--- config.mk ---
export PLATFORM = sky130hd
export DESIGN_NAME = counter_ctrl
export DESIGN_NICKNAME = d
export VERILOG_FILES = /design/src/rtl/counter_pkg.sv /design/src/rtl/ctrl_timer.sv /design/src/rtl/counter_ctrl.sv
export SDC_FILE = /design/constraint.sdc
export NUM_CORES = 1
export LEC_CHECK = 0
export CORE_MARGIN = 5
export CORE_UTILIZATION = 34
export CTS_CLUSTER_SIZE = 16
export DETAILED_ROUTE_END_ITERATION = 10
export HOLD_SLACK_MARGIN = 0.08
export PLACE_DENSITY = 0.66
export SETUP_SLACK_MARGIN = 0.4
export SLEW_MARGIN = 20
export SYNTH_ARGS = -nofsm -noshare
export SYNTH_HDL_FRONTEND = slang
export SYNTH_HIERARCHICAL = 1
export SYNTH_SLANG_ARGS = --single-unit
--- constraint.sdc ---
create_clock -name clk -period 5.8 [get_ports clk]
set_clock_uncertainty 0.2 [all_clocks]
set_input_delay 1.16 -clock clk [delete_from_list [all_inputs] [get_ports clk]]
set_output_delay 1.16 -clock clk [all_outputs]
set_load 0.1 [all_outputs]
--- src/rtl/counter_pkg.sv ---
// counter_pkg: state/command encodings shared between counter_ctrl and the interval counter.
package counter_pkg;
  localparam logic [7:0] STATE_RESET = 8'd0;
  localparam logic [7:0] STATE_RUN = 8'd1;
  localparam logic [7:0] STATE_HALT = 8'd2;
  localparam logic [1:0] CMD_CLEAR = 2'd0;
  localparam logic [1:0] CMD_RUN = 2'd1;
  localparam logic [1:0] CMD_HALT = 2'd2;
  localparam logic [1:0] CMD_LOAD = 2'd3;
  typedef enum logic [1:0] {CLEARING, IDLE, RUNNING, HALTED} fsm_t;
  function automatic logic [7:0] to_state(fsm_t s);
    return s == RUNNING ? STATE_RUN : s == HALTED ? STATE_HALT : STATE_RESET;
  endfunction
endpackage

--- src/rtl/ctrl_timer.sv ---
// ctrl_timer: loadable 32-bit down-counter; done while the count sits at 1.
module ctrl_timer (
  input  logic        clk,
  input  logic        load,
  input  logic [31:0] load_val,
  input  logic        en,
  output logic        done
);
  logic [31:0] cnt;
  always_ff @(posedge clk)
    if (load) cnt <= load_val;
    else if (en && cnt != 32'd0) cnt <= cnt - 32'd1;
  assign done = cnt == 32'd1;
endmodule

--- src/rtl/counter_ctrl.sv ---
// counter_ctrl: host command sequencer driving the interval counter's state/inter inputs.
// Optional run-length auto-halt enabled by defining COUNTER_CTRL_AUTO_HALT_EN.
module counter_ctrl
  import counter_pkg::*;
#(
  parameter int          CLEAR_CYCLES  = 4,
  parameter logic [31:0] INTER_DEFAULT = 32'd100,
  parameter logic [31:0] RUN_LIMIT     = 32'd1000000
) (
  input  logic        clk,
  input  logic        rst,
  input  logic        cmd_valid,
  output logic        cmd_ready,
  input  logic [1:0]  cmd_op,
  input  logic [31:0] cmd_data,
  output logic [7:0]  state,
  output logic [31:0] inter,
  output logic        cmd_err,
  output logic        auto_halt
);
  fsm_t fsm, fsm_n;
  logic [31:0] inter_n;
  logic err_n, ah_n, accept, clear_acc, clr_done;
  assign cmd_ready = fsm != CLEARING;
  assign accept = cmd_valid && cmd_ready;
  assign clear_acc = accept && cmd_op == CMD_CLEAR;
  ctrl_timer u_clr (
    .clk(clk), .load(rst || clear_acc), .load_val(32'(CLEAR_CYCLES)),
    .en(fsm == CLEARING), .done(clr_done)
  );
`ifdef COUNTER_CTRL_AUTO_HALT_EN
  logic run_done;
  // Counting down from RUN_LIMIT reaches 1 in the same cycle an up-count from 0 reaches RUN_LIMIT-1.
  ctrl_timer u_run (
    .clk(clk), .load(fsm_n == RUNNING && fsm != RUNNING), .load_val(RUN_LIMIT),
    .en(fsm == RUNNING), .done(run_done)
  );
`else
  logic unused_limit;
  assign unused_limit = ^RUN_LIMIT;
`endif
  always_comb begin
    fsm_n = fsm;
    inter_n = inter;
    err_n = 1'b0;
    ah_n = 1'b0;
    if (fsm == CLEARING && clr_done) fsm_n = IDLE;
    if (accept)
      case (cmd_op)
        CMD_CLEAR: fsm_n = CLEARING;
        CMD_RUN:   fsm_n = RUNNING;
        CMD_HALT:  if (fsm == IDLE) err_n = 1'b1; else fsm_n = HALTED;
        default:   if (fsm == RUNNING) err_n = 1'b1; else inter_n = cmd_data;
      endcase
`ifdef COUNTER_CTRL_AUTO_HALT_EN
    if (fsm == RUNNING && run_done && !clear_acc) begin
      fsm_n = HALTED;
      ah_n = 1'b1;
    end
`endif
  end
  always_ff @(posedge clk)
    if (rst) begin
      fsm <= CLEARING;
      state <= STATE_RESET;
      inter <= INTER_DEFAULT;
      cmd_err <= 1'b0;
      auto_halt <= 1'b0;
    end else begin
      fsm <= fsm_n;
      state <= to_state(fsm_n);
      inter <= inter_n;
      cmd_err <= err_n;
      auto_halt <= ah_n;
    end
endmodule

Word level (Yosys, flattened, before mapping) --
Cells that the tools add are included.
Cells by class: add/sub/neg operators 1, equality and inequality tests 7, mux-type cells 9, bitwise operators 3, reductions and logical operators 14
Operators by type and width (count):
- $eq 32x1->1 const B | 1
- $reduce_bool 32->1 | 1
- $sub 32x1->32 const B | 1
- $eq 2x2->1 const B | 4
- $mux 2 | 4
- $pmux 2 s3 | 1
- $reduce_or 2->1 | 3
- $eq 2x1->1 const B | 2
- $logic_and 1x1->1 | 4
- $logic_not 2->1 | 2
- $mux 1 | 3
- $not 1->1 | 3
- $reduce_and 3->1 | 1
- $reduce_or 3->1 | 1
- $pmux 1 s2 | 1
- $reduce_bool 2->1 | 1
- $logic_or 1x1->1 | 1
Word-level totals: register bits after elaboration 69, input bits 37, output and inout port bits 43

Longest topological paths before layout --
depth in word-level cells 9, mapped depth 7

By module --
Netlist, hierarchy kept.
Modules (own cells, without submodules):
- ctrl_timer | times used 1, cells an instance 215, area each 2049.5 µm², seq. area each 960.9 µm²
- counter_ctrl | times used 1, cells an instance 173, area each 1446.4 µm², seq. area each 740.7 µm²

Least setup slack after synthesis --
OpenSTA, ideal clock, no wires.
path kind input port to flip-flop, start input cmd_op[1], end register u_clr.cnt[0] (enable), data arrival time 3.526 ns, data required time 5.134 ns, setup slack 1.609 ns, stages on the path 6, buffers on the path 2, path through or3b_1 -> o21ai_0 -> clkbuf_1 -> inv_1 -> clkbuf_1 -> o21ai_0
On the way: longest elaborated chain between the ends 3
Ends and longest elaborated chain:
- start: declaration | line counter_ctrl.sv:14 | input logic [1:0] cmd_op,
- $logic_not 2->1 | line counter_ctrl.sv:26 | assign clear_acc = accept && cmd_op == CMD_CLEAR;
- $logic_and 1x1->1 | line counter_ctrl.sv:26
- $logic_or 1x1->1 | line counter_ctrl.sv:28 | .clk(clk), .load(rst || clear_acc), .load_val(32'(CLEAR_CYCLES)),
- end signal: assignment | line ctrl_timer.sv:11 | if (load) cnt <= load_val;
- end signal: assignment | line ctrl_timer.sv:12 | else if (en && cnt != 32'd0) cnt <= cnt - 32'd1;
- end: declaration | line ctrl_timer.sv:9 | logic [31:0] cnt;
Every way passes these cells. A chain may end at the register's enable or synchronous reset.

Worst setup path in the final report --
start input cmd_valid, end register u_clr.cnt[7] (enable)
On the way: longest elaborated chain between the ends 3
Ends and longest elaborated chain:
- start: declaration | line counter_ctrl.sv:12 | input logic cmd_valid,
- $logic_and 1x1->1 | line counter_ctrl.sv:25 | assign accept = cmd_valid && cmd_ready;
- $logic_and 1x1->1 | line counter_ctrl.sv:26
- $logic_or 1x1->1 | line counter_ctrl.sv:28
Every way passes these cells.

==> results.cfg <==
[layout]
fin_util_pct = 45.0
diodes = 0
area.growth.synth_to_final_pct = 31.2
final_common_cell = nand2_1
nets = 524
nFillCells = 1017
drive_above_1_share_pct = 8.16
final_cell_mix = 82 x nand2_1, 72 x clkdlybuf4s50_1, 39 x conb_1, 37 x dfxtp_1, 32 x edfxtp_1

[critical_path]
slowest_delay_ns = 0.55
worstSetupStartpoint = cmd_valid
worstPathArrival_ns = 3.99
crit_type = in2reg
r2r_start = u_clr/cnt[4]$_DFFE_PP_
worst_path_max_delay_cell = o21ai_2
critPathTopFamily = buffers and inverters
critical_path_buf_inv_count = 4
cp.required_ns = 5.65
worstPathCellList = clkdlybuf4s50_1, or3b_1, o21ai_2, buf_4, inv_1, o21ai_2, buf_4
start_kind = input port
crit_path_end_kind = flip-flop
path_max_fanout = 40

[routing]
routed_wl_mm = 8.40
drt-initial-drc-count = 248
drc = 0
wire_per_inst_um = 13.4
antenna_left = 0
viasPerCell = 4.83
vias = 3025
drtPass1Iterations = 4

[synth]
ys.flop_type = dfxtp_1
synth_top_cell_area_share_pct = 27.5
synth_area_per_cell_um2 = 9.01
synth-edff-count = 32
synth_warnings = 6
ys_top_cells_by_area = edfxtp_1 27%, dfxtp_1 21%, nand2_1 8.8%
yosys.area.top_type = edfxtp_1
netlist_instances = 388
async_reset_ff_share_pct = 0
seq_area_frac_synth_pct = 48.7
syn_area_mm2 = 0.00350
synth_cell_types = 51
synth-seq-cells = 69

[global_routing]
grt_pass1_vias = 2929
grt_util_all_layers_pct = 13.6
grt_pass1_wl_mm = 13.8
grt_start_max_net_pins = 41
grt_overflow = 0
antenna_found_initial = 0

[place]
routabilityCongestion = 0.795
dp_slack_ns = 1.27
hpwl_mm = 6.04
portBuffers = 72

[timing]
setup_tns_ns = 0
finalMaxSlewViolations = 0
rsz0062_at_grt = false
worst_pin_slew_ns = 1.02
setup_violations = 0
finalCriticalPeriod_ns = 4.14
min_period_over_period_pct = 71.4
holdWs_ns = 0.252
slew_headroom_pct = 31.9
postLayoutSetupSlackWorst_ns = 1.66
fmax_mhz = 241
hold_viol = 0

[min_path]
holdCritStartpoint = inter[11]$_SDFFE_PP0P_
hold_path_class = reg2reg

[floorplanning]
rows = 37
ios = 80
die_area_mm2 = 0.0124
core-area_mm2 = 0.0102
die_x_um = 111
initial_core_util_pct = 34.3
die_h_um = 111

[clock_network]
clockBufferDepth = 2
post_cts_buffers = 0
hold_buffers = 0
cts_tree = yes
cts_resized = 0
root_buffer = clkbuf_8
numCtsBuffers = 9
clk_latency_ns = 0.36
clock_sinks = 69
clkTransAtPathRegs_ns = 0.07
htreeDepth = 3

[run]
drv_cap = 0

[pwr]
power_density_mw_per_mm2 = 235
vdd_drop_max_uv = 119
power_mw = 1.08
p_leak_nw = 1.59

[outcome]
outcome = finished clean
-- flip-flops by register name (all words and copies together) (netlist names) --
register	flops
u_clr/cnt	32
cmd_err	1
inter	32
fsm	2
state	2
-- cell usage after synthesis (all sizes together), types with 2 or more instances --
library cell  instances
inv                   9
buf                  13
or3b                  2
o31ai                 9
and4                  3
edfxtp               32
nor3                  9
or4                  18
o31a                  2
nand2                82
nor4                  6
or3                   6
dfxtp                37
and3b                 2
ha                    2
nor2                 24
nand4                 7
a21oi                33
a31oi                11
conb                  2
xnor2                 9
o41ai                 2
clkbuf               16
or2                   3
o211ai                3
xor2                  2
o21ai                18
nand3                10
-- stage by stage --
stage / area (um^2) / instances
after floorplan: 3630 / 425
after global placement: 4390 / 610
after detailed placement: 4390 / 610
after CTS: 4590 / 626
after global routing: 4590 / 626
final: 4590 / 626
-- final cells by class --
class | count | area, um^2 | share of cell area (%)
multi-input combinational | 318 | 1720 | 37.6
sequential | 69 | 1700 | 37.1
timing repair buffer | 78 | 766 | 16.7
tap | 136 | 170 | 3.71
clock buffer | 10 | 149 | 3.25
clock inverter | 6 | 43.8 | 0.955
inverter | 9 | 33.8 | 0.736
-- worst min-delay path, cell delays in order (launching register included) --
cell	delay, ns
dfxtp_1	0.31
nand2_1	0.05
a21oi_1	0.05
-- logic make-up (layout without fill, tap and decap cells) --
group           after synthesis  after routing  synth area share [%]
xor+xnor                     11             11                  2.76
other cells                   2             39                 0.215
simple gates                179            179                  25.2
mux                           1              1                 0.322
compound gates               86             86                  15.9
flops                        69             69                  48.7
buf+inv                      38            103                  6.26
fa+ha+maj                     2              2                 0.716
-- layer usage --
layer | vias to the layer above | share of wire, % | global-route usage (%)
met2 | 79 | 46 | 21.3
met4 | 0 | 1.7 | 5.84
met1 | 1379 | 43 | 16.3
met5 | - | 0 | 0
li1 | 1558 | - | -
met3 | 9 | 9.0 | 5.71
-- power breakdown --
part | switching [mW] | leakage (nW) | internal (mW)
clock | 0.198 | 0.0943 | 0.183
sequential | 0.0277 | 0.638 | 0.538
combinational | 0.0736 | 0.855 | 0.0569
-- path summary, 6_finish.rpt --
kind	depth (start not counted)	slack, ns	endpoint
worst max-delay path	7	1.66	u_clr/cnt[7]$_DFFE_PP_
worst min-delay path	2	0.25	inter[11]$_SDFFE_PP0P_
worst max register to register	5	2.51	u_clr/cnt[7]$_DFFE_PP_
worst min register to register	2	0.25	inter[11]$_SDFFE_PP0P_
No activity file was read; power rests on OpenSTA's default activity.
==> edit, RTL diff (same settings) <==
Reset style: asynchronous (`rst`), changed in one clocked block.
--- a/src/rtl/counter_ctrl.sv
+++ b/src/rtl/counter_ctrl.sv
@@ -61,3 +61,3 @@
   end
-  always_ff @(posedge clk)
+  always_ff @(posedge clk or posedge rst)
     if (rst) begin
Check against the original RTL: not equivalent (Yosys sat finds a counterexample within 10 cycles, from zero or initial values and one cycle with rst high; the reset may be asserted at any time).
==> edit against the original RTL <==
  * Combinational power barely moved
  * Routed wire length fell by 0.58%
  * Worst setup slack improved by 570 ps
  * Design area rose by 6.1%
  * Sequential cell count did not move
  * Global-route usage fell by 0.37 points
  * Non-clock buffer count fell by 1
  * Sequential share of layout area rose by 1.8 points
  * Power rose by 5.3%
  * Critical path depth fell by 4
  * Sequential power barely moved
  * Area after synthesis rose by 5.4%
  * Largest power group unchanged
==> edit: results <==
[global_route]
antenna_found_initial = 0
grt_pass1_vias = 2711
grt_use_met2 = 0.215
grt_use_met3 = 0.0333
track_usage = 0.132
met1_usage = 0.172
grt_pass1_wl_mm = 13.8
grt_max_degree = 41

[finish]
drive_above_1_share = 0.148
fin_nets = 460
n_antenna_cell = 0
final_util = 0.453
final.fill_count = 1014

[drt]
met1_length_mm = 3.60
wl_met3_microns = 275
vias_per_cell = 4.86
wl_met2_mm = 4.29
highest_layer = met4
drt_iter0_markers = 173
routedWlPerCell_microns = 14.8

[place]
routabilityCongestion = 0.805
dp_slack_ps = 1920
hpwlAfterDp_mm = 5.91

[clocking]
clk_latency_ps = 340
post-cts-setup-buffers = 0
clockBufferDepth = 2
path_clk_slew_ps = 70
cts_resized = 0

[yosys]
yosys-top-cells-count = dfrtp_1, edfxtp_1, mux2_4
yosysWarnings = 6
synth_seq_area_share = 0.513
async_flop_share = 0.536
synthTopCellsByArea = edfxtp_1, dfrtp_1, mux2_4

[run_status]
status = completed

[worst_setup_path]
cp_slowest_cell = clkdlybuf4s50_1
arrival_ps = 2220
critPathMaxStageDelay_ps = 1130
crit_path_max_fanout = 7
crit_start = fsm[0]

[hold_path]
worstHoldStart = inter[16]

[pwr]
p_leak_nw = 2.05
peakVddDrop_v = 0.000106

[timing]
slew_headroom = 0.325
==> edit: cells by family (layout without fill, tap and decap cells) <==
logic type | after synthesis | after routing | synth area share
adders and majority gates | 2 | 2 | 0.00679
AOI/OAI and AO/OA | 58 | 58 | 0.107
other | 2 | 39 | 0.00204
xor gates and xnor gates | 11 | 11 | 0.0261
muxes | 32 | 32 | 0.128
and+or+nand+nor | 113 | 113 | 0.170
buffers and inverters | 31 | 102 | 0.0472
DFF | 69 | 69 | 0.513
==> edit: worst max-delay path: cells and delay by family (launching register included) <==
family / cells / cell delay [ps]
buffers and inverters: 2 / 1210
flip-flops: 1 / 500
AND/OR/NAND/NOR: 1 / 170
==> edit: area by class of cell <==
| cell class | count | area share |
|---|---|---|
| clock buffer | 12 | 0.0365 |
| clock inverter | 4 | 0.0108 |
| inverter | 9 | 0.00694 |
| multi-input combinational | 255 | 0.365 |
| sequential | 69 | 0.389 |
| tap | 140 | 0.0360 |
| timing repair buffer | 77 | 0.156 |
==> edit: through the flow <==
step / hold WS (ps) / area (sq um) / std cells / total power [mW]
after floorplan: 339 / 3820 / 355 / 0.659
after global placement: 287 / 4630 / 550 / 0.700
after detailed placement: 291 / 4630 / 550 / 0.705
after CTS: 311 / 4860 / 566 / 1.15
after global routing: 320 / 4860 / 566 / 1.19
final: 309 / 4860 / 566 / 1.13
==> edit: where the power goes <==
part	total, mW	switching, mW	internal (mW)
sequential	0.566	0.0263	0.540
combinational	0.130	0.0746	0.0553
clock	0.436	0.185	0.252
==> edit: path summary, 6_finish.rpt <==
check / endpoint / slack [ps] / cells after the start
min reg2reg: inter[16] / 310 / 1
min: inter[16] / 310 / 1
max in group asynchronous: inter[2] / 4010 / 3
min in group asynchronous: inter[10] / 1030 / 3
max: cmd_ready / 2220 / 3
max reg2reg: u_clr/cnt[4] / 2720 / 5
